===== src/rtl/gol_gen_scheduler.sv =====
// Generation scheduler for the Game of Life engine, clocked from the system clock.
// Latency: a scheduled generation starts 1 clk after the vsync tick; sweep is 2*2**CELL_BITS+2 cycles.
// Backpressure: none; frame ticks that arrive while a load or sweep is in progress are dropped.
module gol_gen_scheduler #(
    parameter int CELL_BITS  = 6,
    parameter int SPEED_BITS = 4,
    parameter int GEN_BITS   = 16
) (
    input  logic                  clk,
    input  logic                  rst_n,
    input  logic                  vsync,
    input  logic                  run_n,
    input  logic                  step,
    input  logic                  pattern_rst,
    input  logic [SPEED_BITS-1:0] speed,
    output logic [CELL_BITS-1:0]  cell_idx,
    output logic [CELL_BITS-1:0]  lookahead_idx,
    output logic                  load_en,
    output logic                  copy_en,
    output logic                  compute_en,
    output logic                  vga_source,
    output logic [GEN_BITS-1:0]   generation,
    output logic [1:0]            bg_tracker,
    output logic                  busy
);

    typedef enum logic [2:0] {
        S_IDLE    = 3'd0,
        S_LOAD    = 3'd1,
        S_COPY    = 3'd2,
        S_PRIME   = 3'd3,
        S_COMPUTE = 3'd4,
        S_DONE    = 3'd5
    } state_t;

    localparam logic [CELL_BITS-1:0]  IDX_MAX = '1;
    localparam logic [CELL_BITS-1:0]  IDX_ONE = 1;
    localparam logic [SPEED_BITS-1:0] FC_ONE  = 1;
    localparam logic [GEN_BITS-1:0]   GEN_ONE = 1;

    state_t                 state;
    state_t                 state_nxt;
    logic [CELL_BITS-1:0]   idx;
    logic [SPEED_BITS-1:0]  frame_cnt;
    logic                   vsync_q;
    logic                   step_q;
    logic                   step_pend;
    logic                   init_pend;
    logic                   tick;
    logic                   step_edge;
    logic                   reload_req;
    logic                   idle_tick;

    assign tick       = vsync & ~vsync_q;
    assign step_edge  = step & ~step_q;
    assign reload_req = pattern_rst | init_pend;
    assign idle_tick  = (state == S_IDLE) && tick;

    // Next-state selection: ticks only matter in IDLE, sweeps run to completion.
    always_comb begin
        state_nxt = state;
        case (state)
            S_IDLE: begin
                if (tick) begin
                    if (reload_req) begin
                        state_nxt = S_LOAD;
                    end else if (!run_n) begin
                        if (frame_cnt == speed) begin
                            state_nxt = S_COPY;
                        end
                    end else if (step_pend) begin
                        state_nxt = S_COPY;
                    end
                end
            end
            S_LOAD:    state_nxt = S_IDLE;
            S_COPY:    state_nxt = (idx == IDX_MAX) ? S_PRIME : S_COPY;
            S_PRIME:   state_nxt = S_COMPUTE;
            S_COMPUTE: state_nxt = (idx == IDX_MAX) ? S_DONE : S_COMPUTE;
            S_DONE:    state_nxt = S_IDLE;
            default:   state_nxt = S_IDLE;
        endcase
    end

    // Engine controls decoded from state and sweep index; lookahead runs one cell ahead in COMPUTE.
    always_comb begin
        cell_idx      = '0;
        lookahead_idx = '0;
        load_en       = 1'b0;
        copy_en       = 1'b0;
        compute_en    = 1'b0;
        vga_source    = 1'b0;
        busy          = (state != S_IDLE);
        case (state)
            S_LOAD: load_en = 1'b1;
            S_COPY: begin
                copy_en  = 1'b1;
                cell_idx = idx;
            end
            S_PRIME: vga_source = 1'b1;
            S_COMPUTE: begin
                compute_en    = 1'b1;
                cell_idx      = idx;
                lookahead_idx = idx + IDX_ONE;
                vga_source    = 1'b1;
            end
            default: ;
        endcase
    end

    // State register and sweep index; index wraps back to 0 after each phase.
    always_ff @(posedge clk) begin
        if (!rst_n) begin
            state <= S_IDLE;
            idx   <= '0;
        end else begin
            state <= state_nxt;
            if (state == S_COPY || state == S_COMPUTE) begin
                idx <= idx + IDX_ONE;
            end else begin
                idx <= '0;
            end
        end
    end

    // Edge detectors for vsync and step.
    always_ff @(posedge clk) begin
        if (!rst_n) begin
            vsync_q <= 1'b0;
            step_q  <= 1'b0;
        end else begin
            vsync_q <= vsync;
            step_q  <= step;
        end
    end

    // Frame divider, pending single-step request and first-load flag.
    always_ff @(posedge clk) begin
        if (!rst_n) begin
            frame_cnt <= '0;
            step_pend <= 1'b0;
            init_pend <= 1'b1;
        end else begin
            if (state == S_LOAD) begin
                frame_cnt <= '0;
                step_pend <= 1'b0;
                init_pend <= 1'b0;
            end else if (idle_tick && !reload_req) begin
                if (!run_n) begin
                    frame_cnt <= (frame_cnt == speed) ? '0 : frame_cnt + FC_ONE;
                end else if (step_pend) begin
                    step_pend <= 1'b0;
                end
            end
            // A fresh step edge is a new request, so it wins over a same-cycle clear.
            if (step_edge && run_n) begin
                step_pend <= 1'b1;
            end
        end
    end

    // Generation and background counters: cleared by a load, advanced when a sweep finishes.
    always_ff @(posedge clk) begin
        if (!rst_n) begin
            generation <= '0;
            bg_tracker <= 2'd0;
        end else if (state == S_LOAD) begin
            generation <= '0;
            bg_tracker <= 2'd0;
        end else if (state == S_DONE) begin
            generation <= generation + GEN_ONE;
            bg_tracker <= bg_tracker + 2'd1;
        end
    end

endmodule


===== config.mk =====
export PLATFORM = sky130hd
export DESIGN_NAME = gol_gen_scheduler
export DESIGN_NICKNAME = d
export VERILOG_FILES = /design/src/rtl/gol_gen_scheduler.sv
export SDC_FILE = /design/constraint.sdc
export NUM_CORES = 1
export LEC_CHECK = 0
export BUFFER_PORTS_ARGS = -buffer_cell sky130_fd_sc_hd__buf_4
export CORE_MARGIN = 8
export CORE_UTILIZATION = 40
export CTS_CLUSTER_SIZE = 28
export DETAILED_ROUTE_END_ITERATION = 8
export SLEW_MARGIN = 20
export SYNTH_ARGS = -nofsm -noshare
export SYNTH_HDL_FRONTEND = slang
export SYNTH_SLANG_ARGS = --single-unit

===== constraint.sdc =====
create_clock -name clk -period 3.5 [get_ports clk]
set_input_delay 0.875 -clock clk [delete_from_list [all_inputs] [get_ports clk]]
set_output_delay 0.875 -clock clk [all_outputs]
set_load 0.02 [all_outputs]

# == Word-level counts from Yosys, hierarchy flattened ==
# Index checks and enable logic that the tools add are counted.
# op_classes
n_addsub,4
eq_ne,10
n_mux,19
n_bitwise,7
reduce_logical,16
# op_table
operator,n
16-bit by 1-bit adder with 16-bit output (second input constant),1
3-bit two-way mux,5
6-bit two-way mux,2
3-bit case mux with 4 select lines,1
1-bit two-way mux,10
3-bit nonzero test,3
6-bit by 1-bit adder with 6-bit output (second input constant),1
3-bit by 2-bit equality test with 1-bit output (second input constant),2
3-bit equality test (second input constant),2
6-bit equality test (second input constant),1
2-bit AND reduction,3
2-bit OR reduction,3
4-bit by 1-bit adder with 4-bit output (second input constant),1
4-bit equality test,1
4-bit two-way mux,1
4-bit by 3-bit inequality test with 1-bit output (second input constant),1
4-bit inequality test (second input constant),1
1-bit inverter,4
3-bit by 1-bit equality test with 1-bit output (second input constant),1
1-bit logical AND,3
3-bit logical NOT,1
3-bit AND reduction,1
2-bit by 1-bit adder with 2-bit output (second input constant),1
1-bit bitwise AND,2
other kinds (4),4
# totals
register_bits,35
in_bits,10
out_inout_bits,35
elab_cells,65

# == Logic depth before layout (Yosys ltp) ==
# Gate-level depths: netlist of the first run.
# depth
word_depth,7
depth_mapped,6

# == Least setup slack after synthesis of the first run ==
# OpenSTA, ideal clock, no wires.
# synth_timing
kind,register -> output
from,register state[2]
to,output copy_en
arrival_time_ns,1.202
t_required_ns,2.625
slack_ns,1.423
path_stages_with_launch,4
n_path_buf,2
cell_sequence,dfxtp_1 > buf_6 > clkbuf_1 > nor3b_1
# synth_between
elab_chain_len,2
# synth_rtl
element,line_no,source
start: declaration,41,state_t state;
start signal: assignment,117,state <= state_nxt;
3-bit by 2-bit equality test with 1-bit output,94,case (state)
1-bit two-way mux,94,
end: declaration,19,"output logic copy_en,"
# Every way passes these cells.

# == Final worst setup path of the first run ==
# layout_timing
from,register state[2]
to,output cell_idx[3]
# layout_between
elab_chain_len,3
# layout_rtl
element,line_no,source
3-bit by 2-bit equality test with 1-bit output / 3-bit equality test (equally long branches),94,
2-bit OR reduction (no line) *,-,
6-bit two-way mux *,94,
end: declaration,16,"output logic [CELL_BITS-1:0] cell_idx,"
# Mark *: on every way between the ends. The rest lies on a longest branch, timed or not.

==> metrics.txt, run 1 <==
Hold Crit Class flip-flop to flip-flop; largest net degree at the start of global routing 19; Non-Filler Instances 297; root buf cell clkbuf_8; die span in y around 83 µm; skew final 4.39 ps; Sink Count 35; clk_lat worst skew 290 ps; placed cell area 2120 µm²; gp weighted congestion 0.729; Synth Cell Area between 1500 and 2000 µm²; Post-Syn Area per Cell a little under 9 µm²; Arr. time, crit path between 1500 and 2000 ps; ys flop type dfxtp_1; RSZ-0062 raised after global routing false; starting density of the core 0.412; Setup Slack @ Placement 1030 ps; crit-path leading delay family flip-flops; critical path peak fanout 18; total power ~760 µW; clock period minus worst slack 2770 ps; Post-DRT Antenna Nets 0; WHS 491 ps; power density over the cells 344 nW/µm²; Residual DRC 0; post-synth top area share 0.393; first-pass GRT wire length 6.78 mm; Syn. warnings 0; clock-pin slew on the worst setup and hold paths about 70 ps; drt total wl 3.86 mm; critical-path cell list xnor2_1 -> nor2_1 -> and2_1 -> buf_4; fmax 0.360 GHz; vias in the first global route 1517; Vias 1475; layout cells sized above 1 0.253; Pre-antenna DRT Iters 2; final slew viol count 0; final net count 259; R2R Setup Slk between 1500 and 2000 ps; hold_buf cts 0; outcome complete, no violations; HPWL reported at the end of detailed placement 2.96 mm; setup_tns 0 ps; Max-slew headroom 0.357; Crit Path Class flip-flop to output port; cells after synthesis 202; number of synthesized flops with an enable pin 0; Die Wd around 83 µm; flops & latches, synth 35; GR Overflow Total 0; final hold violations 0; CTS HTree Levels 2; total CTS buffers 5; routed len/inst 13.0 µm; n_diodes 0; final setup fails 0; Reg area 701 µm²; postcts setup bufs 0; total of max-cap violations 0; syn nets 215; CP max stage delay about 730 ps; All-Layer GR Usage 0.126; initial antenna violation count 0; multi-input combinational cell area between 1000 and 1500 µm²; Synth area leader dfxtp_1; Layout Utilization 0.508; Worst Path Buf+Inv 1; CP startpoint kind flip-flop; CTS tree yes; filler instances about 450; CP Capture Type output port; Worst Setup Slack, final 726 ps; Inst Count DP ~290; IO Count 45; Max clock buf depth 2; Tcrit/Tclk final 0.793; std cell rows 24; core area between 4000 and 5000 µm²; Layout area overhead 23.2%; fin area 2200 µm²; static leakage between 0.9 and 1 nW; VDD IR max ~170 µV; I/O Buffers 44; critical path's slowest cell dfxtp_1; Tightest Pin Transition roughly 960 ps; Yosys cell types 44; asr flop ratio synth 0; Synth area leaders dfxtp_1 (39%), xnor2_1 (7.4%), nor2_1 (6.5%); drt via density ~5.0; CP required 2620 ps; 1st-iter DRT viols 86; cts repair resizes 0; Seq/Total Area, Yosys 0.393; Total Die Area 6850 µm²
worst register-to-register path, delay by kind of cell, from the launching register on:
kind             cells  cell delay, ps
AO/OA/AOI/OAI        1             770
flip-flops           1             590
multiplexers         1             280
AND/OR/NAND/NOR      2             220
cell usage in the layout, fill, tap and decap left out, drive strengths merged, types with 3 or more instances in the layout:
cell,count
and2,12
and3,5
buf,44
clkbuf,6
dfxtp,35
ha,3
inv,5
nand2,17
nand3,9
nand4,6
nor2,32
nor2b,3
nor3,6
nor4,6
o21ai,12
xnor2,15
xor2,6
cell usage after synthesis (3+ instances only):
library cell  number
buf_6              3
nor4_1             5
xnor2_1           15
and2_1            12
nand2_1           17
nand4_1            5
and3_1             5
nand3_1            7
o21ai_0           11
dfxtp_1           35
nor2_1            31
nor2b_1            3
inv_1              5
xor2_1             6
ha_1               3
nor3_1             4
final timing paths:
check | from | endpoint | cells past startpoint
worst max-delay path | state[2] | cell_idx[3] | 4
worst min-delay path | idx[0] | idx[0] | 1
worst max register to register | state[0] | generation[10] | 4
worst min register to register | idx[0] | idx[0] | 1
registers in the layout, indices dropped and copies added, names as in the netlist:
signal      count
step_q          1
init_pend       1
bg_tracker      2
idx             6
step_pend       1
state           3
generation     16
frame_cnt       4
vsync_q         1
metal layers:
metal / up-vias / wire [µm] / global-route usage
met5: - / 0 / 0
met4: 0 / 46 / 0.0362
met3: 6 / 268 / 0.0498
met2: 32 / 1780 / 0.210
met1: 665 / 1760 / 0.145
li1: 772 / - / -
layout make-up:
type | instances | area share
flip-flops and latches | 35 | 0.319
repair buffers | 44 | 0.150
clock buffers | 6 | 0.0330
inverters | 5 | 0.00854
multi-input cells | 155 | 0.460
well taps | 52 | 0.0296
where the power goes:
group	internal, mW	leakage, nW	switching [mW]	total, mW
registers	0.405	0.283	0.0103	0.415
logic	0.0305	0.644	0.0407	0.0712
clock network	0.133	0.0371	0.136	0.269
total	0.568	0.964	0.187	0.755
cell families after synthesis:
group | after synthesis | share of synthesized area
AO/OA/AOI/OAI | 22 | 0.0758
XOR/XNOR | 21 | 0.103
adder cells (fa/ha/maj) | 3 | 0.0211
buffers and inverters | 12 | 0.0407
flip-flops | 35 | 0.393
multiplexers | 3 | 0.0175
AND/OR/NAND/NOR | 106 | 0.349
(Power assumes the default switching activity.)
==> run 2: changes to the inputs <==
PLACE_DENSITY = 0.65   (was default)
clock period = 2.4 ns   (was 3.5 ns; I/O delays follow)
==> metrics.txt, run 2 (synthesis results as in run 1) <==
outcome complete, no violations; HPWL reported at the end of detailed placement between 2 and 3 mm; n_diodes 0; vias in the first global route 1427; Layout area overhead 24.6%; cts repair resizes 0; critical path's slowest cell dfxtp_1; DRT met1 WL between 1.5 and 2 mm; I/O Buffers 44; crit-path leading delay family simple AND/OR/NAND/NOR gates; uppermost layer routed met4; WHS 487 ps; CP max stage delay about 500 ps; Worst Path Buf+Inv 1; setup_tns 0 ps; final net count approximately 260; total of max-cap violations 0; final hold violations 0; die span in y around 83 µm; static leakage 0.979 nW; Sink Count 35; filler instances around 430; final slew viol count 0; Die Wd a little over 80 µm; clk_lat worst skew 280 ps; Crit Path Class flip-flop to output port; clock-pin slew on the worst setup and hold paths 70 ps; drt total wl 3.90 mm; final setup fails 0; fmax roughly 0.45 GHz; routed len/inst between 10 and 15 µm; Hold Crit Class flip-flop to flip-flop; Total Die Area 6850 µm²; most frequent cells in the layout buf_4 (46), dfxtp_1 (35), nor2_1 (31); Arr. time, crit path 1610 ps; VDD IR max 382 µV; power density over the cells 504 nW/µm²; drt via density 4.90; postcts setup bufs 0; met2 wire len 1.77 mm; IO Count 45; layout cells sized above 1 0.261; 1st-iter DRT viols 78; largest net degree at the start of global routing 18; Tightest Pin Transition approximately 480 ps; WL met3 ~300 µm; hold_buf cts 0; gp weighted congestion 0.720; skew final 5.97 ps; initial antenna violation count 0; total CTS buffers 5; first-pass GRT wire length about 6.5 mm; starting density of the core 0.412; std cell rows 24; core area 4320 µm²; CTS HTree Levels 2; Vias 1476; Regs by FF count generation x16, idx x6, frame_cnt x4; Residual DRC 0; Pre-antenna DRT Iters 4; clock period minus worst slack 2210 ps; critical-path cell list xnor2_1 -> nor2_1 -> and2_1 -> buf_4; CP required 1800 ps; commonest non-fill, non-tap cell in the layout buf_4; Max clock buf depth 2; largest register by flop count generation; critical path peak fanout 9; All-Layer GR Usage 0.121; CP startpoint kind flip-flop; CP Capture Type output port; GR Overflow Total 0; max reg flops 16; Post-DRT Antenna Nets 0; root buf cell clkbuf_8; CTS tree yes; Max-slew headroom 0.676; RSZ-0062 raised after global routing false; Tcrit/Tclk final 0.922; R2R Setup Slk 790 ps
-- run 2: cell count changes in the layout (fill, tap and decap cells not counted) --
| cell | before | now |
|---|---|---|
| clkinv_2 | 0 | 1 |
| buf_4 | 44 | 46 |
| clkbuf_1 | 1 | 2 |
-- run 2: where the power goes --
group / switching [mW] / internal, mW / total [mW]
combinational: 0.0614 / 0.0467 / 0.108
clock: 0.202 / 0.204 / 0.405
sequential: 0.0146 / 0.591 / 0.605
-- run 2: cell type report --
| class | instances | area [µm²] | share of cell area |
|---|---|---|---|
| clock buffers | 7 | 76.3 | 0.0344 |
| clock inverters | 1 | 5.00 | 0.00225 |
| flip-flops and latches | 35 | 701 | 0.315 |
| multi-input cells | 155 | 1010 | 0.455 |
| well taps | 52 | 65.1 | 0.0293 |
| inverters | 5 | 18.8 | 0.00845 |
| repair buffers | 46 | 345 | 0.155 |
-- run 2: path summary, 6_finish.rpt --
path                               start      endpoint  cells after the start
worst max-delay path            state[1]   cell_idx[3]                      4
worst min-delay path              idx[0]        idx[0]                      1
worst max register to register  state[2]  frame_cnt[1]                      5
worst min register to register    idx[0]        idx[0]                      1
-- run 2: per-stage QoR --
stage	cell area, µm²	power [mW]	cells	utilization	worst slack, ps
after floorplan	1780	0.692	202	-	598
after global placement	2140	0.726	293	0.495	497
after detailed placement	2140	0.728	293	0.495	485
after CTS	2220	1.14	301	0.514	155
after global routing	2220	1.17	301	0.514	43.4
final	2220	1.12	301	0.514	186
-- run 2: routing by layer --
| layer | global-route usage | vias up |
|---|---|---|
| met1 | 0.140 | 658 |
| met5 | 0 | - |
| met2 | 0.193 | 33 |
| met4 | 0.0517 | 0 |
| li1 | - | 783 |
| met3 | 0.0465 | 2 |
